<file path="config.mk">
export PLATFORM = sky130hd
export DESIGN_NAME = mem_loader
export DESIGN_NICKNAME = d
export VERILOG_FILES = /design/src/rtl/mem_loader.sv
export SDC_FILE = /design/constraint.sdc
export NUM_CORES = 1
export LEC_CHECK = 0
export ABC_CLOCK_PERIOD_IN_PS = 7800
export CORE_MARGIN = 1.5
export CORE_UTILIZATION = 40
export CTS_CLUSTER_SIZE = 12
export DETAILED_ROUTE_END_ITERATION = 7
export GPL_TIMING_DRIVEN = 0
export HOLD_SLACK_MARGIN = 0.1
export PLACE_DENSITY_LB_ADDON = 0.15
export SYNTH_ARGS = -nofsm -noshare
export SYNTH_HDL_FRONTEND = slang
export SYNTH_SLANG_ARGS = --single-unit
</file>
<file path="constraint.sdc">
create_clock -name clk -period 7.8 [get_ports clk]
set_input_delay 1.95 -clock clk [delete_from_list [all_inputs] [get_ports clk]]
set_output_delay 1.95 -clock clk [all_outputs]
set_load 0.03 [all_outputs]
</file>
<file path="src/rtl/mem_loader.sv">
// Instruction-memory loader: parses a framed image (sync, LEN, payload, checksum) from a
// byte stream and writes it byte-by-byte into instruction memory, holding the CPU in reset.
module mem_loader #(
    parameter int unsigned MEMORY_SIZE    = 8196,
    parameter int unsigned BASE_ADDR      = 0,
    parameter int unsigned TIMEOUT_CYCLES = 1000000,
    parameter logic [7:0]  SYNC_BYTE      = 8'hA5
) (
    input  logic        clk,
    input  logic        rst,
    input  logic [7:0]  rx_data,
    input  logic        rx_valid,
    output logic        rx_ready,
    output logic [31:0] mem_loader_write_addr,
    output logic [7:0]  mem_loader_write_data,
    output logic        mem_loader_write_en,
    output logic        cpu_reset,
    output logic        busy,
    output logic        load_done,
    output logic        load_error
);

    localparam logic [31:0] MaxLen     = 32'(MEMORY_SIZE - BASE_ADDR);
    localparam logic [31:0] TimeoutLim = 32'(TIMEOUT_CYCLES);
    localparam logic [31:0] BaseAddr   = 32'(BASE_ADDR);

    typedef enum logic [2:0] {
        StIdle,
        StLen,
        StData,
        StCsum,
        StDone,
        StErr
    } state_e;

    state_e      state_q;
    logic [31:0] len_q;
    logic [1:0]  len_cnt_q;
    logic [31:0] byte_cnt_q;
    logic [31:0] idle_cnt_q;
    logic [7:0]  csum_q;
    logic        we_q;
    logic [31:0] addr_q;
    logic [7:0]  data_q;
    logic        cpu_reset_q;
    logic        busy_q;
    logic        done_q;
    logic        err_q;

    logic        xfer;
    logic        in_frame;
    logic        timeout;
    logic [31:0] len_next;

    always_comb begin
        rx_ready = 1'b0;
        if (!rst) begin
            rx_ready = (state_q != StDone) && (state_q != StErr);
        end
    end

    assign xfer     = rx_valid && rx_ready;
    assign in_frame = (state_q == StLen) || (state_q == StData) || (state_q == StCsum);
    assign timeout  = (idle_cnt_q + 32'd1) >= TimeoutLim;
    // LEN arrives little-endian, so shift each new byte in from the top.
    assign len_next = {rx_data, len_q[31:8]};

    always_ff @(posedge clk or posedge rst) begin
        if (rst) begin
            state_q     <= StIdle;
            len_q       <= '0;
            len_cnt_q   <= '0;
            byte_cnt_q  <= '0;
            idle_cnt_q  <= '0;
            csum_q      <= '0;
            we_q        <= 1'b0;
            addr_q      <= '0;
            data_q      <= '0;
            cpu_reset_q <= 1'b1;
            busy_q      <= 1'b0;
            done_q      <= 1'b0;
            err_q       <= 1'b0;
        end else begin
            we_q   <= 1'b0;
            done_q <= 1'b0;
            err_q  <= 1'b0;

            // Inter-byte watchdog; a transfer in the limit cycle wins over the abort.
            if (in_frame) begin
                if (xfer) begin
                    idle_cnt_q <= '0;
                end else if (timeout) begin
                    state_q <= StErr;
                    err_q   <= 1'b1;
                    busy_q  <= 1'b0;
                end else begin
                    idle_cnt_q <= idle_cnt_q + 32'd1;
                end
            end

            case (state_q)
                StIdle: begin
                    idle_cnt_q <= '0;
                    if (xfer && rx_data == SYNC_BYTE) begin
                        state_q     <= StLen;
                        busy_q      <= 1'b1;
                        cpu_reset_q <= 1'b1;
                        len_q       <= '0;
                        len_cnt_q   <= '0;
                        byte_cnt_q  <= '0;
                        csum_q      <= '0;
                    end
                end
                StLen: begin
                    if (xfer) begin
                        len_q     <= len_next;
                        len_cnt_q <= len_cnt_q + 2'd1;
                        if (len_cnt_q == 2'd3) begin
                            if (len_next > MaxLen) begin
                                state_q <= StErr;
                                err_q   <= 1'b1;
                                busy_q  <= 1'b0;
                            end else if (len_next == 32'd0) begin
                                state_q <= StCsum;
                            end else begin
                                state_q <= StData;
                            end
                        end
                    end
                end
                StData: begin
                    if (xfer) begin
                        we_q       <= 1'b1;
                        addr_q     <= BaseAddr + byte_cnt_q;
                        data_q     <= rx_data;
                        csum_q     <= csum_q + rx_data;
                        byte_cnt_q <= byte_cnt_q + 32'd1;
                        if (byte_cnt_q + 32'd1 == len_q) begin
                            state_q <= StCsum;
                        end
                    end
                end
                StCsum: begin
                    if (xfer) begin
                        busy_q <= 1'b0;
                        if (rx_data == csum_q) begin
                            state_q     <= StDone;
                            done_q      <= 1'b1;
                            cpu_reset_q <= 1'b0;
                        end else begin
                            state_q <= StErr;
                            err_q   <= 1'b1;
                        end
                    end
                end
                StDone:  state_q <= StIdle;
                StErr:   state_q <= StIdle;
                default: state_q <= StIdle;
            endcase
        end
    end

    assign mem_loader_write_en   = we_q;
    assign mem_loader_write_addr = addr_q;
    assign mem_loader_write_data = data_q;
    assign cpu_reset             = cpu_reset_q;
    assign busy                  = busy_q;
    assign load_done             = done_q;
    assign load_error            = err_q;

endmodule

</file>
# ---- Word level (Yosys, flattened, before mapping)
# Index checks and enable logic that the tools add are counted.
dict set report op_classes {
  n_addsub 4
  magnitude_cmp 2
  n_eq_ne 15
  mux 56
  n_reduce_logical 16
}
# cell count
set op_table {}
lappend op_table {{two-way mux 32 bit} 7}
lappend op_table {{case mux 32 bit (2 select lines)} 2}
lappend op_table {{adder 32 x 1 -> 32 bit (second input constant)} 2}
lappend op_table {{== test 32 bit} 1}
lappend op_table {{>= comparator 32 x 20 -> 1 bit (second input constant)} 1}
lappend op_table {{greater-than comparator 32 x 14 -> 1 bit (second input constant)} 1}
lappend op_table {{logical NOT 32 bit} 1}
lappend op_table {{two-way mux 3 bit} 10}
lappend op_table {{two-way mux 1 bit} 27}
lappend op_table {{two-way mux 8 bit} 2}
lappend op_table {{case mux 8 bit (2 select lines)} 1}
lappend op_table {{case mux 3 bit (4 select lines)} 1}
lappend op_table {{adder 8 bit} 1}
lappend op_table {{== test 8 bit} 1}
lappend op_table {{== test 8 bit (second input constant)} 1}
lappend op_table {{inequality test 2 bit (second input constant)} 4}
lappend op_table {{nonzero test 2 bit} 4}
lappend op_table {{== test 3 x 2 -> 1 bit (second input constant)} 2}
lappend op_table {{inequality test 3 bit (second input constant)} 2}
lappend op_table {{AND reduction 3 bit} 2}
lappend op_table {{two-way mux 2 bit} 2}
lappend op_table {{case mux 1 bit (2 select lines)} 2}
lappend op_table {{case mux 2 bit (2 select lines)} 1}
lappend op_table {{AND reduction 2 bit} 2}
lappend op_table {{10 further kinds} 13}
dict set report word_totals {
  regBits 154
  inputBits 11
  word_cells 106
}

# ---- Depth between registers and ports, before layout
dict set report logic_depth {
  word_depth 10
  ltp_mapped 11
  depth_no_buf 9
}

# ---- Least setup slack after synthesis
# Ideal clock, no wire load.
dict set report synth_timing {
  kind {input port to flip-flop}
  startpoint {in rst}
  endpoint {reg csum_q[0]}
  setup_ps 83
  t_arrival_ps 6534
  setup_slack_ps 1183
  path_stages 9
  n_path_buf 3
  path_cell_list {inv_1 > nand2_1 > or2_2 > clkbuf_1 > inv_1 > clkbuf_1 > buf_1 > nand2_1 > o21ai_0}
}
dict set report synth_between {
  elab_chain_cells 5
  elab_cells_between_ends 6
  classes_between {eq/ne: 2; mux: 1; reduce/logical: 3}
}
# item line_no
set synth_rtl {}
lappend synth_rtl {{from (decl)} 10} ;# input logic rst,
lappend synth_rtl {{two-way mux 1 bit *} 57} ;# if (!rst) begin
lappend synth_rtl {{logical AND 1 bit *} 62} ;# assign xfer = rx_valid && rx_ready;
lappend synth_rtl {{logical AND 1 bit} 104} ;# if (xfer && rx_data == SYNC_BYTE) begin
lappend synth_rtl {{inequality test 2 bit (no line)} n/a}
lappend synth_rtl {{AND reduction 3 bit (no line) *} n/a}
lappend synth_rtl {{to (signal assigned)} 136} ;# csum_q <= csum_q + rx_data;
lappend synth_rtl {{to (decl)} 41} ;# logic [7:0] csum_q;
# Mark *: on every way between the ends. The rest lies on a longest branch, timed or not.
# A chain may end at the register's enable or synchronous reset.

# ---- Final worst setup path
dict set report layout_timing {
  startpoint {in rst}
  endpoint {out rx_ready}
}
dict set report layout_between {
  elab_chain_cells 1
}
# item line_no
set layout_rtl {}
lappend layout_rtl {{two-way mux 1 bit} 57}
lappend layout_rtl {{to (decl)} 13} ;# output logic rx_ready,
# No other way between the ends.

==> reports/metrics.yaml <==
clockRootBuffer: "clkbuf_16"
syn-num-nets: 1040
power_switching_share_pct: 33.66
slew_headroom_pct: 9.102
synth.area.top_cells: "dfrtp_1 44%, nand2_1 11%, nand3_1 4.4%"
routed-via-count: 7798
die_w_um: 150.0
post_cts_buffers: 0
startpoint_type: "primary input"
seq_area_frac_synth_pct: 44.59
fp.dieH_um: 150.0
seq_area_um2: 3855
required_ps: 5850
outcome: "finished clean"
seq_power_share_pct: 42.7
antenna_cells: 0
synth_edf_count: 0
fill_cells: 2026
fmax_mhz: 188.5
synthDistinctLibCells: 63
p_sw_w: 0.0008002
async_reset_ff_share_pct: 100.0
cts_resized: 0
cts.sinks: 154
wl_um: 24730
finalHoldViolations: 0
power_leakage_nw: 4.443
core_area_um2: 21090
fin_skew_ps: 9.532
synth.top_cell.area_share_pct: 44.28
drive_gt1_share_pct: 5.686
ctsHoldBuffers: 0
grt_pass1_wl_um: 40180
ys_seq_elements: 154
first_pass_iters: 5
rows: 53
critical_path_arrival_ps: 3360
dpl.hpwl_um: 17680
grt_use_total_pct: 23.19
clockPowerShare_pct: 36.1
power_density_nw_per_um2: 233.2
path_max_fanout: 2
maxCapViolations: 0
clock_latency_ps: 440
period_share_pct: 68.02
multiInputGateArea_um2: 4436
endpoint_kind: "output port"
peakVddDrop_v: 0.0001411
first_global_vias: 7338
fin_nets: 1117
worstMarginPinSlew_ps: 1353
initial_core_util_pct: 41.00
syn-cell-area_um2: 8646
setup_tns_ps: 0
area_growth_pct: 17.89
synth_top_area_cell: "dfrtp_1"
cts_max_level: 4
numCtsBuffers: 17
cpMostUsedCell: "clkdlybuf4s50_1"
fin_ws_ps: 2494
drc: 0
syn_inst: 1018
synth_ff_type: "dfrtp_1"
cpPeakStageDelay_ps: 690
antenna_found_initial: 0
yosysWarnings: 0
power_frac_comb_pct: 21.2
path_cells: "clkdlybuf4s50_1 -> a21oi_1 -> clkdlybuf4s50_1"
path_clk_slew_ps: 70
clockBufferDepth: 2
syn_area_per_cell_um2: 8.493
cp_slowest_cell: "clkdlybuf4s50_1"
hold_path_class: "flop to flop"
internal-power_w: 0.001577
post-route-min-period_ps: 5306
gr-total-overflow: 0
gp_congestion: 0.8644
setup_viol_count_final: 0
detail_route.wl_per_cell_um: 17.88
routed_via_density: 5.638
io_buffers: 56
die-area_um2: 22510
rsz0062_at_grt: "false"
cts_tree: "yes"
io-pin-count: 57
drt_iter0_drc: 530
post-place-ws_ps: 2009
ant_nets: 0
grt_max_degree: 99
critPathKind: "primary input to output port"
drv_slew: 0
## per-layer routing
metal  global-route usage (%)  share of wire [%]
met1                    33.48                 49
met2                    35.28                 45
met3                    3.171                4.2
met4                    8.529                2.3
met5                        0                  0
## cell families after synthesis
family                     synth area share [%]
AOI/OAI and AO/OA                         14.12
xor gates and xnor gates                  6.281
adders and majority gates                 1.679
buffers and inverters                     4.110
DFF                                       44.59
muxes                                     1.071
and+or+nand+nor                           28.15
## final timing paths
kind,depth (start not counted),startpoint,end,slack [ps]
worst max-delay path,3,rst,rx_ready,2490
worst min-delay path,2,mem_loader_write_addr[12],mem_loader_write_addr[12],470
min in group asynchronous,2,rst,idle_cnt_q[4],1980
worst min register to register,2,mem_loader_write_addr[12],mem_loader_write_addr[12],470
worst max register to register,10,idle_cnt_q[2],state_q[0],3860
max in group asynchronous,3,rst,byte_cnt_q[8],4990
## cell usage after synthesis, types with 7 or more instances
master / instances
inv_1: 16
and3_1: 16
dfrtp_1: 153
o22ai_1: 8
clkbuf_1: 54
buf_2: 9
nor3_1: 20
nand4_1: 27
a31oi_1: 9
nor4_1: 19
xnor2_1: 43
nor2b_1: 13
o21ai_0: 65
xor2_1: 19
and2_1: 10
ha_1: 10
mux2i_1: 7
a21oi_1: 31
nand3_1: 76
nor2_1: 39
and4_1: 13
o211ai_1: 9
nand2_1: 243
o31ai_1: 16
## worst max-delay path, delay by kind of cell
kind / cells / cell delay [ps]
buf+inv: 2 / 1200
compound gates: 1 / 200
## registers in the layout, summed over array words and instances, names as in the netlist, 2 cells and up
name	cells
byte_cnt_q	32
csum_q	8
idle_cnt_q	32
len_cnt_q	2
len_q	32
mem_loader_write_addr	32
mem_loader_write_data	8
state_q	3
## cells in the final DEF, fill, tap and decap left out, drive strengths merged, types with 16 or more instances in the layout
master         instances
dfrtp                153
o21ai                 65
xnor2                 43
xor2                  19
buf                   18
nor4                  21
nand2                243
inv                   21
clkbuf                74
and3                  16
nor3                  21
a21oi                 32
nor2                  39
nand4                 28
o31ai                 16
nand3                 77
clkdlybuf4s50         56
## per-stage QoR
stage	hold WS [ps]	total power (W)	instance area [µm²]	instances	util [%]
after floorplan	442.8	0.001356	8646	1018	-
after global placement	455.2	0.001516	9550	1349	45.29
after detailed placement	462.9	0.001523	9590	1351	45.48
after CTS	477.4	0.002379	10190	1383	48.33
after global routing	493.2	0.002500	10190	1383	48.33
final	474.7	0.002377	10190	1383	48.33
## power groups by stage
stage | logic (W) | registers [W] | clock network [W]
4_1_cts | 0.000499 | 0.00101 | 0.000868
3_3_place_gp | 0.000489 | 0.00103 | 0
2_1_floorplan | 0.000359 | 0.000996 | 0
3_5_place_dp | 0.000497 | 0.00103 | 0
5_1_grt | 0.000569 | 0.00103 | 0.000904
6_report | 0.000504 | 0.00101 | 0.000859
## layout make-up
cell class / count / share of cell area [%]
repair buffers: 58 / 5.819
clock inverters: 14 / 1.596
multi-input cells: 776 / 43.52
clock buffers: 18 / 4.309
plain buffers: 72 / 2.897
inverters: 16 / 0.6629
flip-flops and latches: 154 / 37.82
well taps: 275 / 3.376
(Power assumes the default switching activity.)
